File: config.mk
export PLATFORM = sky130hd
export DESIGN_NAME = adder_share_arbiter
export DESIGN_NICKNAME = d
export VERILOG_FILES = /design/src/rtl/adder_share_arbiter_pkg.sv /design/src/rtl/adder_share_arbiter_decoder_1to2.sv /design/src/rtl/adder_share_arbiter.sv
export SDC_FILE = /design/constraint.sdc
export NUM_CORES = 1
export LEC_CHECK = 0
export CORE_MARGIN = 4
export CORE_UTILIZATION = 34
export CTS_CLUSTER_DIAMETER = 30
export DETAILED_ROUTE_END_ITERATION = 8
export PLACE_DENSITY_LB_ADDON = 0.3
export SLEW_MARGIN = 20
export SYNTH_ARGS = -nofsm -noshare
export SYNTH_HDL_FRONTEND = slang
export SYNTH_HIERARCHICAL = 1
export SYNTH_SLANG_ARGS = --single-unit
export TNS_END_PERCENT = 10
File: constraint.sdc
create_clock -name clk -period 3.5 [get_ports clk]
set_input_delay 0.525 -clock clk [delete_from_list [all_inputs] [get_ports clk]]
set_output_delay 0.525 -clock clk [all_outputs]
set_load 0.01 [all_outputs]
File: src/rtl/adder_share_arbiter_pkg.sv
// Shared constants for the two-channel adder arbiter: FSM encoding, channel ids
// and the default datapath width.
package adder_share_arbiter_pkg;

  localparam int ADD_W = 8;

  typedef enum logic {
    ST_IDLE = 1'b0,
    ST_BUSY = 1'b1
  } state_t;

  localparam logic CH0 = 1'b0;
  localparam logic CH1 = 1'b1;

endpackage

File: src/rtl/adder_share_arbiter_decoder_1to2.sv
// 1-to-2 decoder with enable; turns a registered channel index into a one-hot vector.
module decoder_1to2 (
  input  logic       sel,
  input  logic       en,
  output logic [1:0] y
);

  // Decode sel into a one-hot pair, all-zero when disabled.
  always_comb begin
    y = 2'b00;
    if (en) begin
      y = sel ? 2'b10 : 2'b01;
    end else begin
      y = 2'b00;
    end
  end

endmodule

File: src/rtl/adder_share_arbiter.sv
// Round-robin share of one ripple adder between two valid/ready requesters.
// Optional macro ADDER_OVF_FLAG_EN adds the registered signed-overflow output res_ovf.
module adder_share_arbiter
  import adder_share_arbiter_pkg::*;
#(
  parameter int W = ADD_W
) (
  input  logic         clk,
  input  logic         rst_n,
  input  logic [1:0]   req_valid,
  output logic [1:0]   req_ready,
  input  logic [W-1:0] req_a0,
  input  logic [W-1:0] req_b0,
  input  logic         req_cin0,
  input  logic [W-1:0] req_a1,
  input  logic [W-1:0] req_b1,
  input  logic         req_cin1,
  output logic         res_valid,
  input  logic         res_ready,
  output logic         res_id,
  output logic [W-1:0] res_sum,
  output logic         res_cout,
  output logic [1:0]   gnt_onehot
`ifdef ADDER_OVF_FLAG_EN
  , output logic       res_ovf
`endif
);

  state_t       state_r;
  state_t       state_nxt_s;
  logic         last_gnt_r;
  logic         gnt_valid_r;
  logic         can_accept_s;
  logic         gnt_s;
  logic         gnt_idx_s;
  logic [W-1:0] a_sel_s;
  logic [W-1:0] b_sel_s;
  logic         cin_sel_s;
  logic [W:0]   sum_s;

  function automatic logic [W:0] ripple_add(input logic [W-1:0] a, input logic [W-1:0] b,
                                            input logic cin);
    logic         c;
    logic [W-1:0] s;
    c = cin;
    s = '0;
    for (int i = 0; i < W; i++) begin
      s[i] = a[i] ^ b[i] ^ c;
      c    = (a[i] & b[i]) | (c & (a[i] ^ b[i]));
    end
    return {c, s};
  endfunction

  assign can_accept_s = (state_r == ST_IDLE) | ((state_r == ST_BUSY) & res_ready);

  // Round-robin pick: a lone requester wins; on a tie the channel not served last wins.
  always_comb begin
    gnt_s     = 1'b0;
    gnt_idx_s = CH0;
    if (can_accept_s) begin
      case (req_valid)
        2'b01: begin
          gnt_s     = 1'b1;
          gnt_idx_s = CH0;
        end
        2'b10: begin
          gnt_s     = 1'b1;
          gnt_idx_s = CH1;
        end
        2'b11: begin
          gnt_s     = 1'b1;
          gnt_idx_s = ~last_gnt_r;
        end
        default: begin
          gnt_s     = 1'b0;
          gnt_idx_s = CH0;
        end
      endcase
    end else begin
      gnt_s     = 1'b0;
      gnt_idx_s = CH0;
    end
  end

  // Steer the granted operands into the single shared adder.
  always_comb begin
    a_sel_s   = req_a0;
    b_sel_s   = req_b0;
    cin_sel_s = req_cin0;
    if (gnt_idx_s == CH1) begin
      a_sel_s   = req_a1;
      b_sel_s   = req_b1;
      cin_sel_s = req_cin1;
    end else begin
      a_sel_s   = req_a0;
      b_sel_s   = req_b0;
      cin_sel_s = req_cin0;
    end
  end

  assign sum_s = ripple_add(a_sel_s, b_sel_s, cin_sel_s);

  // FSM state register.
  always_ff @(posedge clk or negedge rst_n) begin
    if (!rst_n) begin
      state_r <= ST_IDLE;
    end else begin
      state_r <= state_nxt_s;
    end
  end

  // FSM next state: a grant always lands a result; a drained result with no grant returns to idle.
  always_comb begin
    state_nxt_s = state_r;
    case (state_r)
      ST_IDLE: begin
        if (gnt_s) state_nxt_s = ST_BUSY;
        else       state_nxt_s = ST_IDLE;
      end
      ST_BUSY: begin
        if (gnt_s)          state_nxt_s = ST_BUSY;
        else if (res_ready) state_nxt_s = ST_IDLE;
        else                state_nxt_s = ST_BUSY;
      end
      default: state_nxt_s = ST_IDLE;
    endcase
  end

  // FSM outputs: accept strobe follows the grant; held low while reset is asserted.
  always_comb begin
    req_ready = 2'b00;
    if (rst_n && gnt_s) begin
      req_ready = (gnt_idx_s == CH1) ? 2'b10 : 2'b01;
    end else begin
      req_ready = 2'b00;
    end
  end

  assign res_valid = (state_r == ST_BUSY);

  // Result and arbitration-history registers, loaded only on an accepted transfer.
  always_ff @(posedge clk or negedge rst_n) begin
    if (!rst_n) begin
      res_id      <= CH0;
      res_sum     <= {W{1'b0}};
      res_cout    <= 1'b0;
      last_gnt_r  <= CH1;
      gnt_valid_r <= 1'b0;
    end else if (gnt_s) begin
      res_id      <= gnt_idx_s;
      res_sum     <= sum_s[W-1:0];
      res_cout    <= sum_s[W];
      last_gnt_r  <= gnt_idx_s;
      gnt_valid_r <= 1'b1;
    end else begin
      res_id      <= res_id;
      res_sum     <= res_sum;
      res_cout    <= res_cout;
      last_gnt_r  <= last_gnt_r;
      gnt_valid_r <= gnt_valid_r;
    end
  end

`ifdef ADDER_OVF_FLAG_EN
  // Signed overflow: same-sign operands producing a result of the other sign.
  always_ff @(posedge clk or negedge rst_n) begin
    if (!rst_n) begin
      res_ovf <= 1'b0;
    end else if (gnt_s) begin
      res_ovf <= (a_sel_s[W-1] == b_sel_s[W-1]) & (sum_s[W-1] != a_sel_s[W-1]);
    end else begin
      res_ovf <= res_ovf;
    end
  end
`endif

  decoder_1to2 u_gnt_dec (
    .sel (res_id),
    .en  (gnt_valid_r),
    .y   (gnt_onehot)
  );

endmodule

==> flow_summary_export.csv <==
group,metric,value,unit
critical_path,crit_path_end_kind,"register",
grt,grt_max_degree,15,
finish,drive_above_1_share,0.328,
die,dieArea,3630,um2
logic_synthesis,syn_nets,117,
sta,fin_crit_sh,1.07,
critical_path,cp_max_fo,5,
logic_synthesis,yosysSeqAreaShare,0.352,
clock_tree,clk_pin_slew,0.08,ns
critical_path,r2r_slack,-0.26,ns
place,gp_congestion,0.740,
sta,tightest_slew,0.369,ns
critical_path,r2r_end,"res_sum[7]$_DFFE_PN0P_",
sta,setup_viol,2,
sta,fin_worst_hold_slack,0.488,ns
finish,regArea,327,um2
logic_synthesis,syn_avg_cell_area,13.3,um2
die,die-width,60.3,um
sta,fin_ws,-0.262,ns
power_and_ir_drop,power.density,400,nW/um2
clock_tree,clock_path_buffers,2,
sta,clock.fmax,266,MHz
finish,fill_cells,236,
sta,maxSlewHeadroom,0.754,
finish,multi_input_area,593,um2
clock_tree,clkSinkCount,13,
place,place_hpwl,1.85,mm
logic_synthesis,ys_warn_count,6,
drt,vias,740,
flow_run,cap_violations,0,
grt,antenna_found_initial,0,
critical_path,rr_worst_depth,14,
finish,fin_nets,179,
logic_synthesis,ys_ff_latch,13,
drt,wl_met2,1.26,mm
drt,routed_via_density,4.60,
logic_synthesis,synth_cells,70,
critical_path,worst_ep_required_time,3.66,ns
logic_synthesis,synth.distinct_cells,20,
place,port_buffers,53,
sta,hold_viol,0,
place,post-place-ws,-1.03,ns
die,start_util,0.365,
sta,maxSlewViolCount,0,
drt,highest_layer,"met4",
drt,met3_length,156,um
clock_tree,ctsHoldBuffers,0,
drt,drt_iter0_drc,13,
critical_path,cp-start-kind,"register",
power_and_ir_drop,irDropWorstVdd,258,uV
sta,fin_skew,0.00438,ns
grt,grtUsageTotal,0.139,
sta,fin_crit,3.76,ns
die,num_rows,18,
clock_tree,cts_buffers,3,
drt,antenna_left,0,
drt,wl_per_cell,13.8,um
drt,wirelength,2.23,mm
die,die_h,60.3,um
drt,route.detailed.drc,0,
grt,overflow,0,
clock_tree,cts.htree.levels,1,
clock_tree,cts_tree,"done",
sta,rsz0062_at_grt,"true",
power_and_ir_drop,p_leak,0.000705,uW
critical_path,regToRegStartpoint,"last_gnt_r$_DFFE_PN1P_",
clock_tree,cts_root_buf,"clkbuf_4",
worst_hold_path,hold_path_class,"input pin to async pin",
critical_path,worst-setup-path-type,"register to register",
finish,antenna_cells,0,
grt,grt_pass1_vias,811,
finish,area_growth,70.1,%
logic_synthesis,syn_area,928,um2
drt,first_pass_iters,3,
grt,grt_first_pass_wirelength,3.63,mm
clock_tree,worst_skew_pair.late_latency,0.26,ns
die,ioPinCount,54,
die,core_area,2540,um2
outcome,outcome,"finished, violations left",
outcome,violations,"setup timing",
critical_path,cp.arrival,3.92,ns
drt,wl_met1,759,um
[metal layers]
metal,GRT usage,vias up
met5,0,-
met4,0.0633,0
met3,0.0367,6
met2,0.252,28
met1,0.150,346
li1,-,360
[report_power, final]
group / internal (uW) / switching, uW / total, uW / leakage (uW)
clock: 44.0 / 44.2 / 88.2 / 0.0000150
sequential: 197 / 28.2 / 225 / 0.000146
combinational: 201 / 118 / 319 / 0.000544
total: 442 / 190 / 632 / 0.000705
[flip-flops by register name (all words and copies together), names as in the netlist]
signal,flops
res_sum,8
gnt_valid_r,1
last_gnt_r,1
res_cout,1
res_id,1
res_valid,1
[placed cells by master, fill, tap and decap left out]
cell,instances
clkdlybuf4s50_1,50
mux2i_1,12
dfrtp_1,12
mux2_2,9
fa_2,8
inv_1,6
buf_4,6
mux2_4,5
clkbuf_4,3
inv_2,2
o21ai_0,2
buf_2,2
nand2b_4,1
a21boi_4,1
nand2_8,1
o21a_2,1
and3b_1,1
nor2_1,1
nand2_1,1
and3_1,1
or2_2,1
clkbuf_1,1
clkdlybuf4s15_1,1
dfstp_2,1
and2b_2,1
and2_2,1
[how the worst max path moves through the flow]
stage | start | end | slack, ns | cells past startpoint
2_1_floorplan | req_valid[1] | res_sum[7]$_DFFE_PN0P_ | -0.36 | 14
3_3_place_gp | req_valid[1] | res_sum[7]$_DFFE_PN0P_ | -0.94 | 15
3_5_place_dp | req_valid[1] | res_sum[7]$_DFFE_PN0P_ | -1.03 | 15
4_1_cts | last_gnt_r$_DFFE_PN1P_ | res_sum[7]$_DFFE_PN0P_ | -0.38 | 14
5_1_grt | last_gnt_r$_DFFE_PN1P_ | res_sum[7]$_DFFE_PN0P_ | -0.36 | 14
6_report | last_gnt_r$_DFFE_PN1P_ | res_sum[7]$_DFFE_PN0P_ | -0.26 | 14
[per-stage QoR]
step                area (um2)  TNS (ns)   util  std cells  total power, uW
floorplan                  961    -0.649      -         70              368
global placement          1540     -2.96  0.607        156              534
detailed placement        1540     -3.41  0.607        156              543
CTS                       1580    -0.694  0.620        161              644
global route              1580    -0.641  0.620        161              682
finish                    1580    -0.429  0.620        161              632
[kinds of logic after synthesis]
family	synth area share
AOI/OAI and AO/OA	0.0404
adders and majority gates	0.173
buffers and inverters	0.0566
DFF	0.352
muxes	0.303
and+or+nand+nor	0.0755
[worst max-delay path, stage by stage, from the launching register on]
cell	delay, ns
dfstp_2	0.39
a21boi_4	0.22
nand2_8	0.09
mux2_4	0.22
fa_2	0.20
fa_2	0.19
fa_2	0.19
inv_2	0.04
fa_2	0.35
fa_2	0.34
fa_2	0.35
fa_2	0.34
inv_2	0.06
fa_2	0.41
mux2_4	0.26
[area by class of cell]
type,instances,area share
inverters,8,0.0190
clock buffers,4,0.0166
flip-flops and latches,13,0.207
multi-input cells,47,0.376
well taps,30,0.0238
repair buffers,59,0.358
[synthesized netlist by cell type]
cell,instances,area [um2]
and3b_1,1,8.76
o21ai_0,2,10.0
and3_1,1,6.26
a21boi_4,1,18.8
nand2_1,1,3.75
nor2_1,1,3.75
mux2_2,13,146
nand2b_4,1,13.8
or2_2,1,6.26
and2b_2,1,8.76
inv_1,8,30.0
dfrtp_1,12,300
fa_1,8,160
mux2i_1,12,120
nand2_4,1,11.3
buf_6,2,22.5
mux2_4,1,15.0
and2_2,1,7.51
dfstp_2,1,26.3
o21a_2,1,8.76
[timing repair]
item / CTS / global route
pin swaps: 9 / 6
cloned: 0 / 0
setup buffers: 1 / 0
gates resized for setup: 15 / 1
setup endpoints to repair: 4 / 3
Note: power is estimated with default switching activity, not from simulation.
